$ cat src/rtl/flush_pipe.sv
// flush_pipe: elastic DEPTH-stage valid/ready pipeline with selective flush.
// Ports: clk, rst (async, active-high), flush, in_valid/in_ready/in_data,
//        out_valid/out_ready/out_data, occupancy, drop_count.
module flush_pipe #(
    parameter int                 WIDTH       = 8,
    parameter int                 DEPTH       = 3,
    parameter logic [DEPTH-1:0]   FLUSH_MASK  = {DEPTH{1'b1}},
    parameter logic [WIDTH-1:0]   FLUSH_VALUE = '0,
    parameter int                 CNT_WIDTH   = 8
) (
    input  logic                         clk,
    input  logic                         rst,
    input  logic                         flush,
    input  logic                         in_valid,
    output logic                         in_ready,
    input  logic [WIDTH-1:0]             in_data,
    output logic                         out_valid,
    input  logic                         out_ready,
    output logic [WIDTH-1:0]             out_data,
    output logic [$clog2(DEPTH+1)-1:0]   occupancy,
    output logic [CNT_WIDTH-1:0]         drop_count
);

    localparam int OCC_W = $clog2(DEPTH + 1);
    localparam int SUM_W = ((CNT_WIDTH > OCC_W) ? CNT_WIDTH : OCC_W) + 1;

    logic [DEPTH-1:0] valid_q;
    logic [WIDTH-1:0] data_q [DEPTH];

    logic [DEPTH-1:0] kill;
    logic [DEPTH:0]   ready;
    logic [DEPTH-1:0] up_valid;
    logic [WIDTH-1:0] up_data [DEPTH];
    logic [OCC_W-1:0] occ;
    logic [OCC_W-1:0] kill_cnt;
    logic [SUM_W-1:0] drop_sum;
    logic [SUM_W-1:0] cnt_max;
    logic [CNT_WIDTH-1:0] drop_next;

    // Ready chain runs from the consumer back to the producer; a killed
    // stage refuses input, and a killed upstream offers nothing.
    always_comb begin
        kill       = flush ? FLUSH_MASK : '0;
        ready      = '0;
        up_valid   = '0;
        ready[DEPTH] = out_ready;
        for (int i = DEPTH - 1; i >= 0; i--) begin
            ready[i] = ~kill[i] & (~valid_q[i] | ready[i+1]);
        end
        for (int i = 0; i < DEPTH; i++) begin
            if (i == 0) begin
                up_valid[i] = in_valid;
                up_data[i]  = in_data;
            end else begin
                up_valid[i] = valid_q[i-1] & ~kill[i-1];
                up_data[i]  = data_q[i-1];
            end
        end
    end

    always_comb begin
        occ      = '0;
        kill_cnt = '0;
        for (int i = 0; i < DEPTH; i++) begin
            occ      = occ + OCC_W'(valid_q[i]);
            kill_cnt = kill_cnt + OCC_W'(valid_q[i] & kill[i]);
        end
        cnt_max  = SUM_W'({CNT_WIDTH{1'b1}});
        drop_sum = SUM_W'(drop_count) + SUM_W'(kill_cnt);
        if (drop_sum > cnt_max) begin
            drop_next = {CNT_WIDTH{1'b1}};
        end else begin
            drop_next = drop_sum[CNT_WIDTH-1:0];
        end
    end

    always_ff @(posedge clk or posedge rst) begin
        if (rst) begin
            valid_q    <= '0;
            drop_count <= '0;
            for (int i = 0; i < DEPTH; i++) begin
                data_q[i] <= '0;
            end
        end else begin
            for (int i = 0; i < DEPTH; i++) begin
                if (kill[i]) begin
                    valid_q[i] <= 1'b0;
                    data_q[i]  <= FLUSH_VALUE;
                end else if (ready[i]) begin
                    valid_q[i] <= up_valid[i];
                    // Empty slots keep their old data so a cleared
                    // register shows FLUSH_VALUE until overwritten.
                    if (up_valid[i]) begin
                        data_q[i] <= up_data[i];
                    end
                end
            end
            if (flush) begin
                drop_count <= drop_next;
            end
        end
    end

    assign in_ready  = ready[0];
    assign out_valid = valid_q[DEPTH-1] & ~kill[DEPTH-1];
    assign out_data  = data_q[DEPTH-1];
    assign occupancy = occ;

endmodule

$ cat config.mk
export PLATFORM = sky130hd
export DESIGN_NAME = flush_pipe
export DESIGN_NICKNAME = d
export VERILOG_FILES = /design/src/rtl/flush_pipe.sv
export SDC_FILE = /design/constraint.sdc
export NUM_CORES = 1
export LEC_CHECK = 0
export CELL_PAD_IN_SITES_DETAIL_PLACEMENT = 2
export CELL_PAD_IN_SITES_GLOBAL_PLACEMENT = 2
export CORE_ASPECT_RATIO = 0.6
export CORE_MARGIN = 2
export CORE_UTILIZATION = 25
export DETAILED_ROUTE_END_ITERATION = 10
export HOLD_SLACK_MARGIN = 0.12
export PLACE_DENSITY_LB_ADDON = 0.2
export SLEW_MARGIN = 20
export SYNTH_ARGS = -nofsm -noshare
export SYNTH_HDL_FRONTEND = slang
export SYNTH_SLANG_ARGS = --single-unit
$ cat constraint.sdc
create_clock -name clk -period 2.6 [get_ports clk]
set_input_delay 0.39 -clock clk [delete_from_list [all_inputs] [get_ports clk]]
set_output_delay 0.39 -clock clk [all_outputs]
set_load 0.005 [all_outputs]
Word-level counts from Yosys, hierarchy flattened:

Cells that the tools add are included.

* word-level logic and storage cells: 57
* register bits after elaboration: 35
* output and inout port bits: 20
* bits of input ports: 13

* add/subtract/negate cells: 5
* bitwise gates (word level): 18
* $lt $le $gt $ge: 1
* mux-type cells: 17
* reduce and logical (&&, ||, !) cells: 9

Operator list (count)
* $mux W8: 10
* $reduce_bool A2 Y1: 6
* $add A8 B2 Y9: 1
* $and A1 B1 Y1: 9
* $gt A9 B8 Y1 const B: 1
* $mux W1: 6
* $not A1 Y1: 6
* $reduce_and A2 Y1: 3
* $add A1 B1 Y2: 2
* $add A2 B1 Y2: 2
* $mux W3: 1
* $or A1 B1 Y1: 3

Depth between registers and ports, before layout:

* word-level depth: 9
* mapped depth: 12
* mapped depth without buffers: 9

Worst setup path before layout:

OpenSTA, ideal clock, no wires.

* path kind: in2reg
* start: in flush
* end: reg drop_count[6]
* buffers on the path: 3
* data arrival time: 2.608 ns
* data required time: 2.512 ns
* library setup time: 0.088 ns
* path slack: -0.097 ns
* stages: 12
* cells stage by stage: buf_4 > clkbuf_1 > nand2_1 > fa_1 > inv_1 > ha_1 > inv_1 > fa_1 > and3b_1 > buf_4 > a41oi_1 > a41oi_1

* longest elaborated chain between the ends: 7
* elaborated cells on any way between the ends: 9
* classes of those cells: 3 x add/sub; 1 x order compare; 2 x mux; 3 x bitwise

RTL lines
* start, declared: line 13 `input logic flush,`
* $mux W3: line 43 `kill = flush ? FLUSH_MASK : '0;`
* $and A1 B1 Y1: line 66 `kill_cnt = kill_cnt + OCC_W'(valid_q[i] & kill[i]);`
* $add A1 B1 Y2: line 66
* $add A2 B1 Y2: line 66
* $add A8 B2 Y9: line 69 `drop_sum = SUM_W'(drop_count) + SUM_W'(kill_cnt);`
* $gt A9 B8 Y1: line 70 `if (drop_sum > cnt_max) begin`
* $mux W8: line 70
* end signal, assigned: line 99 `drop_count <= drop_next;`
* end, declared: line 21 `output logic [CNT_WIDTH-1:0] drop_count`

Several ways; a longest one is shown, not always the timed one.
A chain may end at the register's enable or synchronous reset.

Final worst setup path:

* start: reg drop_count[0]
* end: reg drop_count[6]

* longest elaborated chain between the ends: 3

RTL lines (line)
* $add A8 B2 Y9 (*): 69
* $gt A9 B8 Y1: 70
* $mux W8 (*): 70

Every way passes the cells marked *; elsewhere a longest branch is shown, timed or not.

==> impl_table.tex <==
\begin{tabular}{lr}
\hline
Metric & Value \\
\hline
\multicolumn{2}{l}{\textbf{Yosys}} \\
\quad Synthesized Nets & around 170 \\
\quad Share of cell area taken by muxes after synthesis & 0.00682 \\
\quad Compound-gate portion of the synthesized area & 0.196 \\
\quad Post-synthesis sequential element count & 35 \\
\quad Sequential area share after synthesis & 0.530 \\
\quad Number of standard cells after synthesis & 150 \\
\quad Xor and xnor area share after synthesis & 0 \\
\quad Cell Area, Synth & 1650 µm² \\
\quad Post-synthesis cell type count & 31 \\
\quad Adder and majority cell fraction of the synthesized area & 0.0515 \\
\quad Synthesis Warnings & 0 \\
\quad Main combinational cell family by area after synthesis & compound AO/OA/AOI/OAI gates \\
\quad Syn\_area\_per\_cell & 11.0 µm² \\
\quad Simple logic cell fraction of the synthesized area & 0.135 \\
\multicolumn{2}{l}{\textbf{STA}} \\
\quad Max Transition Viols Final & 0 \\
\quad Final period utilization & 0.924 \\
\quad Hold Slack & 505 ps \\
\quad Worst path setup slack after routing & 197 ps \\
\quad Final number of setup-violating endpoints & 0 \\
\quad Normalized max-slew margin & 0.623 \\
\quad Setup repair after global routing missed its margin & no \\
\quad Clock period minus worst slack & around 2400 ps \\
\quad Transition time at the pin with the least slew margin & 562 ps \\
\quad Final Hold Viols & 0 \\
\quad Fmax & 416 MHz \\
\quad Worst Skew & 8.76 ps \\
\multicolumn{2}{l}{\textbf{Worst setup path}} \\
\quad CP cell instances & inv\_1, fa\_1, inv\_1, ha\_1, inv\_1, fa\_2, and3b\_2, a41oi\_1, a41oi\_1 \\
\quad Delay of the slowest critical-path stage & 490 ps \\
\quad Cell with the largest stage delay on the worst path & fa\_1 \\
\quad Cell with the most instances on the worst path & inv\_1 \\
\quad Start-to-end type of the worst setup path & register to register \\
\quad Family with the most delay on the worst path & adder cells \\
\quad Worst flop-to-flop path endpoint & drop\_count[6]\$\_DFFE\_PP0P\_ \\
\quad Arrival time at the worst endpoint & 2610 ps \\
\quad Type of element capturing the critical path & register \\
\quad Origin of the critical flop-to-flop path & drop\_count[0]\$\_DFFE\_PP0P\_ \\
\quad Startpoint types & register \\
\quad Max FO, Critical Path & 5 \\
\quad Required time of the worst setup path & 2800 ps \\
\quad Depth of the worst register-to-register path & 9 \\
\quad Register-to-Register Setup Slack & $\sim$200 ps \\
\quad Number of buffer and inverter stages on the critical path & 3 \\
\multicolumn{2}{l}{\textbf{Floorplan}} \\
\quad Core footprint & about 6200 µm² \\
\quad \# IOs & 33 \\
\quad Die Height & 67.0 µm \\
\quad Starting density of the core & 0.264 \\
\quad Die X & about 110 µm \\
\quad Number of rows in the core area & 22 \\
\quad Die area & 7290 µm² \\
\multicolumn{2}{l}{\textbf{Placed design}} \\
\quad Placed instance count & 260 \\
\quad Worst Setup Slack post-DPL & -476 ps \\
\quad Final HPWL from detailed placement & 3560 µm \\
\quad Gp weighted congestion & 0.678 \\
\quad IO Port Bufs & 32 \\
\multicolumn{2}{l}{\textbf{GRT}} \\
\quad Overall overflow remaining after global route & 0 \\
\quad Via count of the first global-routing pass & 1411 \\
\quad Initial antenna violation count & 0 \\
\quad Wire length of the first global-routing pass & slightly below 8000 µm \\
\quad Largest net degree at the start of global routing & 36 \\
\quad Total global-route track usage & 0.149 \\
\multicolumn{2}{l}{\textbf{Clock tree}} \\
\quad Buffer depth of the longest clock path & 2 \\
\quad CTS Hold Bufs & 0 \\
\quad Master cell of the clock root buffer & clkbuf\_8 \\
\quad Sink count of the clock tree & 35 \\
\quad Clock latency reported for the late side of the worst-skew pair & 290 ps \\
\quad H-tree levels & 2 \\
\quad Total CTS buffers & 5 \\
\quad CTS tree & built \\
\quad Clock slew at reported path FFs & 80 ps \\
\multicolumn{2}{l}{\textbf{Routing}} \\
\quad Length of the first detailed-routing pass in iterations & 4 \\
\quad Antenna-violating nets left & 0 \\
\quad 1st-iter DRT viols & 26 \\
\quad Total wire length after detailed routing & 4750 µm \\
\quad Via count normalized by instance count & 4.69 \\
\quad Average wire length per cell after detail routing & approximately 18 µm \\
\quad Number of DRC violations after detailed routing & 0 \\
\quad Count of vias placed by the detailed router & 1261 \\
\multicolumn{2}{l}{\textbf{Job}} \\
\quad Maximum capacitance violations & 0 \\
\multicolumn{2}{l}{\textbf{Finish}} \\
\quad P\&R area growth vs syn & 31.6\% \\
\quad Final standard cell count with taps included and fillers excluded & 269 \\
\quad Filler instances & between 600 and 700 \\
\quad Leading cell type in the layout, fill and taps excluded & dfrtp\_1 \\
\quad Antenna diode count & 0 \\
\quad Highest-count cells in the layout ignoring fill and taps & dfrtp\_1, clkdlybuf4s50\_1, a22o\_1, a21oi\_1, o21ai\_0 \\
\quad Nets@finish & slightly above 200 \\
\quad Share of final-layout standard cells stronger than drive strength 1 & 0.135 \\
\multicolumn{2}{l}{\textbf{Worst hold path}} \\
\quad Hold/Removal Path Class & register to register \\
\quad Hold Crit Start & data\_q[18]\$\_DFFE\_PP0P\_ \\
\quad Capture endpoint of the worst hold path & data\_q[10]\$\_DFFE\_PP0P\_ \\
\quad WHS Path Cells & 1 \\
\multicolumn{2}{l}{\textbf{Power}} \\
\quad Total power & 1.44 mW \\
\quad Static power due to leakage & 0.989 nW \\
\quad Areal power density over the cells & 664 nW/µm² \\
\quad Worst vdd rail ir drop & roughly 220 µV \\
\multicolumn{2}{l}{\textbf{Outcome}} \\
\quad Result of the run & finished, final reports clean \\
\hline
\end{tabular}
final cells by class:
cell class | count | area (µm²) | share of cell area
clock buffers | 6 | 82.6 | 0.0380
inverters | 11 | 41.3 | 0.0190
repair buffers | 41 | 387 | 0.178
clock inverters | 2 | 35.0 | 0.0161
flip-flops and latches | 35 | 876 | 0.403
multi-input cells | 90 | 647 | 0.298
well taps | 84 | 105 | 0.0484
sequential cells by signal, indices dropped and copies added (netlist names):
register,count
data_q,16
drop_count,8
out_data,8
valid_q,3
synth_stat cells, drive strengths merged:
| cell | number | area (µm²) |
|---|---|---|
| dfrtp | 35 | 876 |
| a21oi | 16 | 87.6 |
| a22o | 16 | 140 |
| o21ai | 13 | 65.1 |
| buf | 11 | 80.1 |
| inv | 11 | 41.3 |
| nand3 | 10 | 50.1 |
| nand2 | 7 | 26.3 |
| nor2b | 4 | 25.0 |
| clkbuf | 3 | 11.3 |
| fa | 3 | 60.1 |
| a41oi | 2 | 17.5 |
| ha | 2 | 25.0 |
| nand4 | 2 | 18.8 |
| nor3b | 2 | 31.3 |
| or3 | 2 | 12.5 |
| a31oi | 1 | 6.26 |
| and2 | 1 | 6.26 |
| and3 | 1 | 6.26 |
| and3b | 1 | 8.76 |
| mux2 | 1 | 11.3 |
| nand2b | 1 | 6.26 |
| nand3b | 1 | 7.51 |
| nand4b | 1 | 15.0 |
| nor2 | 1 | 3.75 |
| nor3 | 1 | 5.00 |
| o211ai | 1 | 7.51 |
worst max path at each step:
stage | startpoint | to | slack (ps) | depth (start not counted)
floorplan | flush | drop_count[6]$_DFFE_PP0P_ | 20 | 12
finish | drop_count[0]$_DFFE_PP0P_ | drop_count[6]$_DFFE_PP0P_ | 200 | 9
global route | drop_count[0]$_DFFE_PP0P_ | drop_count[6]$_DFFE_PP0P_ | 60 | 9
CTS | drop_count[0]$_DFFE_PP0P_ | drop_count[6]$_DFFE_PP0P_ | 100 | 9
global placement | flush | drop_count[0]$_DFFE_PP0P_ | -280 | 10
detailed placement | flush | drop_count[0]$_DFFE_PP0P_ | -480 | 10
where the power goes:
group | switching [mW] | internal, mW
registers | 0.0627 | 0.588
logic | 0.126 | 0.144
clock network | 0.211 | 0.310
metrics by stage:
step / util / cell area, µm² / setup TNS (ps)
after floorplan: - / 1650 / 0
after global placement: 0.327 / 2050 / -1720
after detailed placement: 0.327 / 2050 / -2950
after CTS: 0.346 / 2160 / 0
after global routing: 0.348 / 2170 / 0
final: 0.348 / 2170 / 0
routing by layer:
| layer | vias up | routed length (µm) | track usage | share of wire |
|---|---|---|---|---|
| li1 | 596 | - | - | - |
| met1 | 635 | 2470 | 0.214 | 0.52 |
| met2 | 24 | 2090 | 0.221 | 0.44 |
| met3 | 6 | 137 | 0.0294 | 0.029 |
| met4 | 0 | 46 | 0.0481 | 0.0097 |
| met5 | - | 0 | 0 | 0 |
cell families after synthesis:
group                    after synthesis
AO/OA/AOI/OAI                         49
AND/OR/NAND/NOR                       35
flip-flops                            35
buffers and inverters                 25
adder cells (fa/ha/maj)                5
multiplexers                           1
repair_timing:
| action | CTS | global route |
|---|---|---|
| buffers inserted | 0 | 1 |
| endpoints found under the setup margin | 7 | 3 |
| gates resized for setup | 2 | 1 |
(Power assumes the default switching activity.)
